--- src/rtl/ddr_rx_word_aligner_pkg.sv ---
// ddr_rx_pkg: shared types and defaults for the DDR receive word aligner
//   rx_state_t     : aligner FSM state (HUNT for sync, LOCKED to word boundary)
//   DEF_SYNC_WORD  : default alignment/idle pattern, never emitted as data
//   DEF_DATA_W     : default output word width
//   DEF_CNT_W      : default overflow counter width
package ddr_rx_pkg;
  typedef enum logic {RX_HUNT, RX_LOCKED} rx_state_t;
  localparam logic [7:0] DEF_SYNC_WORD = 8'hA5;
  localparam int DEF_DATA_W = 8;
  localparam int DEF_CNT_W = 8;
endpackage

--- src/rtl/ddr_rx_word_aligner_if.sv ---
// ddr_rx_word_aligner_if: valid/ready word bus from the aligner to the RX FIFO
//   out_valid : out_data holds an unconsumed word (master drives)
//   out_data  : DATA_W-bit word, bit 0 = earliest received bit (master drives)
//   out_ready : consumer accepts when out_valid & out_ready (slave drives)
interface ddr_rx_word_aligner_if #(parameter int DATA_W = 8);
  logic out_valid;
  logic [DATA_W-1:0] out_data;
  logic out_ready;
  modport master (output out_valid, output out_data, input out_ready);
  modport slave (input out_valid, input out_data, output out_ready);
endinterface

--- src/rtl/ddr_rx_word_aligner_hold_reg.sv ---
// ddr_rx_hold_reg: single-entry valid/ready holding register feeding the word bus
//   clk, reset_n : clock, async active-low reset
//   i_load       : capture i_data this cycle (caller only loads when o_free)
//   i_data       : word to capture
//   o_free       : entry empty, or being accepted this cycle
//   out_if       : master side of the word bus
module ddr_rx_hold_reg #(parameter int DATA_W = 8) (
  input  logic clk,
  input  logic reset_n,
  input  logic i_load,
  input  logic [DATA_W-1:0] i_data,
  output logic o_free,
  ddr_rx_word_aligner_if.master out_if
);
  logic r_valid;
  logic [DATA_W-1:0] r_data;
  assign o_free = !r_valid || out_if.out_ready;
  assign out_if.out_valid = r_valid;
  assign out_if.out_data = r_data;
  // A load in the accept cycle keeps valid high for full throughput
  always_ff @(posedge clk or negedge reset_n) begin
    if (!reset_n) begin
      r_valid <= 1'b0;
      r_data <= '0;
    end else begin
      r_valid <= i_load || (r_valid && !out_if.out_ready);
      if (i_load) r_data <= i_data;
    end
  end
endmodule

--- src/rtl/ddr_rx_word_aligner.sv ---
// ddr_rx_word_aligner: hunts for SYNC_WORD in a 2-bit DDR sample stream, packs aligned words, drops sync/idle words
//   clk, reset_n : clock, async active-low reset
//   i_in_valid   : i_ddr_in holds a valid sample pair
//   i_ddr_in     : [0] rising-edge (earlier) bit, [1] falling-edge bit
//   i_resync     : pulse, drop lock and clear the overflow flag
//   out_if       : valid/ready word bus towards the RX FIFO
//   o_locked     : aligned to a word boundary
//   o_sync_seen  : one-cycle pulse per SYNC_WORD matched
//   o_overflow   : sticky, a data word was dropped
//   o_ovf_count  : saturating count of dropped words
module ddr_rx_word_aligner
  import ddr_rx_pkg::*;
#(
  parameter int DATA_W = DEF_DATA_W,
  parameter logic [DATA_W-1:0] SYNC_WORD = DATA_W'(DEF_SYNC_WORD),
  parameter int CNT_W = DEF_CNT_W
) (
  input  logic clk,
  input  logic reset_n,
  input  logic i_in_valid,
  input  logic [1:0] i_ddr_in,
  input  logic i_resync,
  ddr_rx_word_aligner_if.master out_if,
  output logic o_locked,
  output logic o_sync_seen,
  output logic o_overflow,
  output logic [CNT_W-1:0] o_ovf_count
);
  localparam int PH_W = $clog2(DATA_W / 2) < 1 ? 1 : $clog2(DATA_W / 2);
  localparam logic [PH_W-1:0] LAST = PH_W'(DATA_W / 2 - 1);
  rx_state_t r_state;
  logic [DATA_W-3:0] r_win;
  logic [PH_W-1:0] r_phase;
  logic r_sync_seen, r_overflow;
  logic [CNT_W-1:0] r_ovf_count;
  logic [DATA_W-1:0] w_win_next;
  logic w_is_sync, w_word_done, w_sync_hit, w_free, w_load, w_drop;
  // Only the newest DATA_W-2 bits need storing; the oldest pair falls out on every shift
  assign w_win_next = {i_ddr_in[1], i_ddr_in[0], r_win};
  assign w_is_sync = w_win_next == SYNC_WORD;
  assign w_word_done = r_state == RX_LOCKED && i_in_valid && r_phase == LAST;
  // resync wins over anything completing in the same cycle
  assign w_sync_hit = i_in_valid && w_is_sync && !i_resync && (r_state == RX_HUNT || w_word_done);
  assign w_load = w_word_done && !w_is_sync && !i_resync && w_free;
  assign w_drop = w_word_done && !w_is_sync && !i_resync && !w_free;
  assign o_locked = r_state == RX_LOCKED;
  assign o_sync_seen = r_sync_seen;
  assign o_overflow = r_overflow;
  assign o_ovf_count = r_ovf_count;
  always_ff @(posedge clk or negedge reset_n) begin
    if (!reset_n) begin
      r_state <= RX_HUNT;
      r_win <= '0;
      r_phase <= '0;
      r_sync_seen <= 1'b0;
      r_overflow <= 1'b0;
      r_ovf_count <= '0;
    end else begin
      if (i_in_valid) r_win <= w_win_next[DATA_W-1:2];
      r_sync_seen <= w_sync_hit;
      if (i_resync) begin
        r_state <= RX_HUNT;
        r_phase <= '0;
        r_overflow <= 1'b0;
      end else if (i_in_valid) begin
        if (r_state == RX_HUNT) begin
          r_state <= w_is_sync ? RX_LOCKED : RX_HUNT;
          r_phase <= '0;
        end else r_phase <= w_word_done ? '0 : r_phase + PH_W'(1);
      end
      if (w_drop) begin
        r_overflow <= 1'b1;
        r_ovf_count <= &r_ovf_count ? r_ovf_count : r_ovf_count + CNT_W'(1);
      end
    end
  end
  ddr_rx_hold_reg #(.DATA_W(DATA_W)) u_hold (
    .clk(clk),
    .reset_n(reset_n),
    .i_load(w_load),
    .i_data(w_win_next),
    .o_free(w_free),
    .out_if(out_if)
  );
endmodule

--- src/flat_wrapper.sv ---
// flat-port wrapper written by rule: the top's interface ports become plain ports
module ddr_rx_word_aligner_flat import ddr_rx_pkg::*;
#(
  parameter int DATA_W = DEF_DATA_W,
  parameter logic [DATA_W-1:0] SYNC_WORD = DATA_W'(DEF_SYNC_WORD),
  parameter int CNT_W = DEF_CNT_W
)
  (clk, reset_n, i_in_valid, i_ddr_in, i_resync, o_locked, o_sync_seen, o_overflow, o_ovf_count, out_if_out_valid, out_if_out_data, out_if_out_ready);
  ddr_rx_word_aligner_if #(.DATA_W(DATA_W)) out_if_i ();
  input  logic clk;
  input  logic reset_n;
  input  logic i_in_valid;
  input  logic [1:0] i_ddr_in;
  input  logic i_resync;
  output logic o_locked;
  output logic o_sync_seen;
  output logic o_overflow;
  output logic [CNT_W-1:0] o_ovf_count;
  output wire logic [$bits(out_if_i.out_valid)-1:0] out_if_out_valid;
  output wire logic [$bits(out_if_i.out_data)-1:0] out_if_out_data;
  input wire logic [$bits(out_if_i.out_ready)-1:0] out_if_out_ready;
  assign out_if_out_valid = out_if_i.out_valid;
  assign out_if_out_data = out_if_i.out_data;
  assign out_if_i.out_ready = out_if_out_ready;
  ddr_rx_word_aligner #(.DATA_W(DATA_W), .SYNC_WORD(SYNC_WORD), .CNT_W(CNT_W)) u_core (.clk(clk), .reset_n(reset_n), .i_in_valid(i_in_valid), .i_ddr_in(i_ddr_in), .i_resync(i_resync), .out_if(out_if_i), .o_locked(o_locked), .o_sync_seen(o_sync_seen), .o_overflow(o_overflow), .o_ovf_count(o_ovf_count));
endmodule
--- config.mk ---
export PLATFORM = sky130hd
export DESIGN_NAME = ddr_rx_word_aligner_flat
export DESIGN_NICKNAME = d
export VERILOG_FILES = /design/src/rtl/ddr_rx_word_aligner_pkg.sv /design/src/rtl/ddr_rx_word_aligner_if.sv /design/src/rtl/ddr_rx_word_aligner_hold_reg.sv /design/src/rtl/ddr_rx_word_aligner.sv /design/src/flat_wrapper.sv
export SDC_FILE = /design/constraint.sdc
export NUM_CORES = 1
export LEC_CHECK = 0
export BUFFER_PORTS_ARGS = -buffer_cell sky130_fd_sc_hd__buf_2
export CAP_MARGIN = 5
export CORE_MARGIN = 2
export CORE_UTILIZATION = 52
export DETAILED_ROUTE_END_ITERATION = 7
export PLACE_DENSITY = 0.77
export SYNTH_ARGS = -nofsm -noshare
export SYNTH_HDL_FRONTEND = slang
export SYNTH_HIERARCHICAL = 1
export SYNTH_SLANG_ARGS = --single-unit
--- constraint.sdc ---
create_clock -name clk -period 2.1 [get_ports clk]
set_input_delay 0.105 -clock clk [delete_from_list [all_inputs] [get_ports clk]]
set_output_delay 0.105 -clock clk [all_outputs]
set_load 0.1 [all_outputs]
==> out/results.tsv <==
stage	metric	value	unit
status	status	complete, no violations	
critical_path	worstPathArrival	1.95	ns
routing	drt_first_pass_iters	4	
timing	whs	0.0321	ns
yosys	synth_area	1250	um2
final_layout	final_common_cell	buf_2	
timing	setup_violations	0	
power_and_ir_drop	power-per-cell-area	602	nW/um2
yosys	syn_inst	89	
critical_path	path_class	register to register	
final_layout	seq_area	704	um2
routing	drt_wl_total	2200	um
grt	grt_use_total	18.1	%
grt	grt_pass1_wl	3630	um
yosys	synth_edf_count	0	
floorplan	die_area	2820	um2
timing	report.final.slew_viol_count	0	
place	routabilityCongestion	0.720	
timing	fin_crit_sh	82.4	%
grt	grt_pass1_vias	798	
clock_network	clk_pin_slew_worst_paths	0.15	ns
grt	overflow	0	
final_layout	drive_gt1_share	44.2	%
clock_network	ctsHtreeMaxLevel	1	
yosys	ys_ff_latch	28	
timing	finalHoldViolCount	0	
yosys	ys_async_sr_fraction	100	%
timing	worstMarginPinSlew	0.604	ns
timing	tns	0	ns
power_and_ir_drop	peakVddDrop	0.404	mV
final_layout	antenna_cells	0	
yosys	yosysUniqueCellTypes	28	
final_layout	layout.nets	130	
floorplan	dieWidth	53.1	um
floorplan	core_area	2250	um2
yosys	ys_seq_area_share	55.9	%
timing	post-route-min-period	1.73	ns
yosys	synth_ff_type	dfrtp_1	
clock_network	cts_num_sinks	28	
critical_path	rr_startpoint	u_core/r_phase[0]	
run	cap_violations	0	
clock_network	clk_path_buf_depth	2	
yosys	yosys_warnings	6	
critical_path	r2r_slack	0.37	ns
routing	vias	806	
clock_network	cts_setup_buffers	0	
yosys	syn_nets	98	
timing	grt_setup_unrepaired	no	
routing	via_per_inst	5.45	
final_layout	fin_area	1470	um2
place	hpwlAfterDp	1570	um
routing	avgRoutedWirePerCell	14.9	um
timing	fin_skew	0.0100	ns
place	numPortBuffers	26	
hold_path	hold_path_class	input pin to register	
critical_path	rr_worst_depth	5	
hold_path	min_to	u_core/u_hold/out_if.out_data[6]	
final_layout	final_util	65.3	%
clock_network	cts_resized	0	
final_layout	final_cell_mix	buf_2, dfrtp_1, mux2_4	
floorplan	initial_core_util	55.6	%
hold_path	whs_path_depth	2	
timing	slew_headroom	59.8	%
routing	drcViolationCount	0	
routing	drt_iter0_markers	5	
clock_network	cts_tree	done	
floorplan	chipHeight	53.1	um
routing	ant_nets	0	
clock_network	hold_buffers	2	
power_and_ir_drop	p_leak	0.785	nW
floorplan	ios	27	
final_layout	multiInputGateArea	527	um2
critical_path	crit_required	2.32	ns
grt	grt_max_degree	29	
final_layout	fillers	192	
critical_path	end_kind	register	
grt	antenna_found_initial	0	
timing	fmax	578	MHz
critical_path	start_kind	register	
clock_network	insertion_delay	0.32	ns
critical_path	cp_max_fo	10	
clock_network	cts_buffers	3	
yosys	syn_area_per_cell	14.1	um2
place	dpl_cell_area	1420	um2
floorplan	num_rows	17	
hold_path	hold_path_startpoint	i_ddr_in[0]	
final_layout	area_delta_synth_final	17.4	%
clock_network	cts_root_buf	clkbuf_4	
critical_path	r2r-end	u_core/o_ovf_count[1]	
==> how the worst max path moves through the flow <==
stage          depth (start not counted)  slack, ns                    end             startpoint
2_1_floorplan                          4       0.04  u_core/o_ovf_count[4]  u_core/o_ovf_count[3]
3_3_place_gp                           5       0.44  u_core/o_ovf_count[1]      u_core/r_phase[0]
3_5_place_dp                           5       0.39  u_core/o_ovf_count[1]      u_core/r_phase[0]
4_1_cts                                5       0.38  u_core/o_ovf_count[1]      u_core/r_phase[0]
5_1_grt                                5       0.28  u_core/o_ovf_count[1]      u_core/r_phase[0]
6_report                               5       0.37  u_core/o_ovf_count[1]      u_core/r_phase[0]
==> critical path: stages, from the launching register on <==
cell and delay (ns):
dfrtp_1 0.39, ha_1 0.22, nand4b_4 0.13, a211oi_4 0.42, nand2_2 0.13, mux2_4 0.31
==> layout make-up <==
class / count / share of cell area [%]
repair buffers: 29 / 10.7
inverters: 3 / 0.765
well taps: 28 / 2.38
clock buffers: 4 / 2.47
multi-input cells: 56 / 35.8
flip-flops and latches: 28 / 47.9
==> stage by stage <==
step	instances	total power, mW	setup WS, ns
6_report	148	0.885	0.369
5_1_grt	148	0.921	0.276
4_1_cts	148	0.896	0.376
3_5_place_dp	142	0.636	0.391
3_3_place_gp	142	0.633	0.444
2_1_floorplan	89	0.609	0.0379
==> cell usage after synthesis, drive strengths merged (3+ instances only) <==
library cell   n  share of area [%]
mux2          15                 16
and4           3                2.1
nand2b         4                2.0
xnor2          4                2.8
nand3          5                2.0
a21oi          5                2.0
inv            3               0.90
dfrtp         28                 56
==> power breakdown <==
group	switching [mW]	leakage, nW	total [mW]	internal (mW)
sequential	0.0153	0.373	0.572	0.557
combinational	0.0266	0.391	0.0556	0.0290
clock	0.152	0.0210	0.258	0.106
==> state kept, by name (all words and copies together), names as in the netlist <==
register                        flops
u_core/r_phase                      2
u_core/u_hold/out_if.out_valid      1
u_core/o_ovf_count                  8
u_core/o_sync_seen                  1
u_core/o_locked                     1
u_core/o_overflow                   1
u_core/r_win                        6
u_core/u_hold/out_if.out_data       8
==> cell families (layout without fill, tap and decap cells) <==
| kind of cell | after synthesis | after routing | share of synthesized area (%) |
|---|---|---|---|
| AOI/OAI and AO/OA | 10 | 10 | 5.79 |
| xor gates and xnor gates | 5 | 5 | 3.49 |
| adders and majority gates | 2 | 2 | 2.00 |
| buffers and inverters | 5 | 36 | 2.10 |
| DFF | 28 | 28 | 55.9 |
| muxes | 15 | 15 | 16.2 |
| and+or+nand+nor | 24 | 24 | 14.6 |
==> per-layer routing <==
| layer | track usage (%) | wire length [um] | part of all wire (%) |
|---|---|---|---|
| met5 | 0 | 0 | 0 |
| met4 | 8.97 | 42 | 1.9 |
| met3 | 2.54 | 80 | 3.6 |
| met2 | 29.4 | 1040 | 47 |
| met1 | 23.7 | 1040 | 47 |
Power figures use the tool's default switching activity.
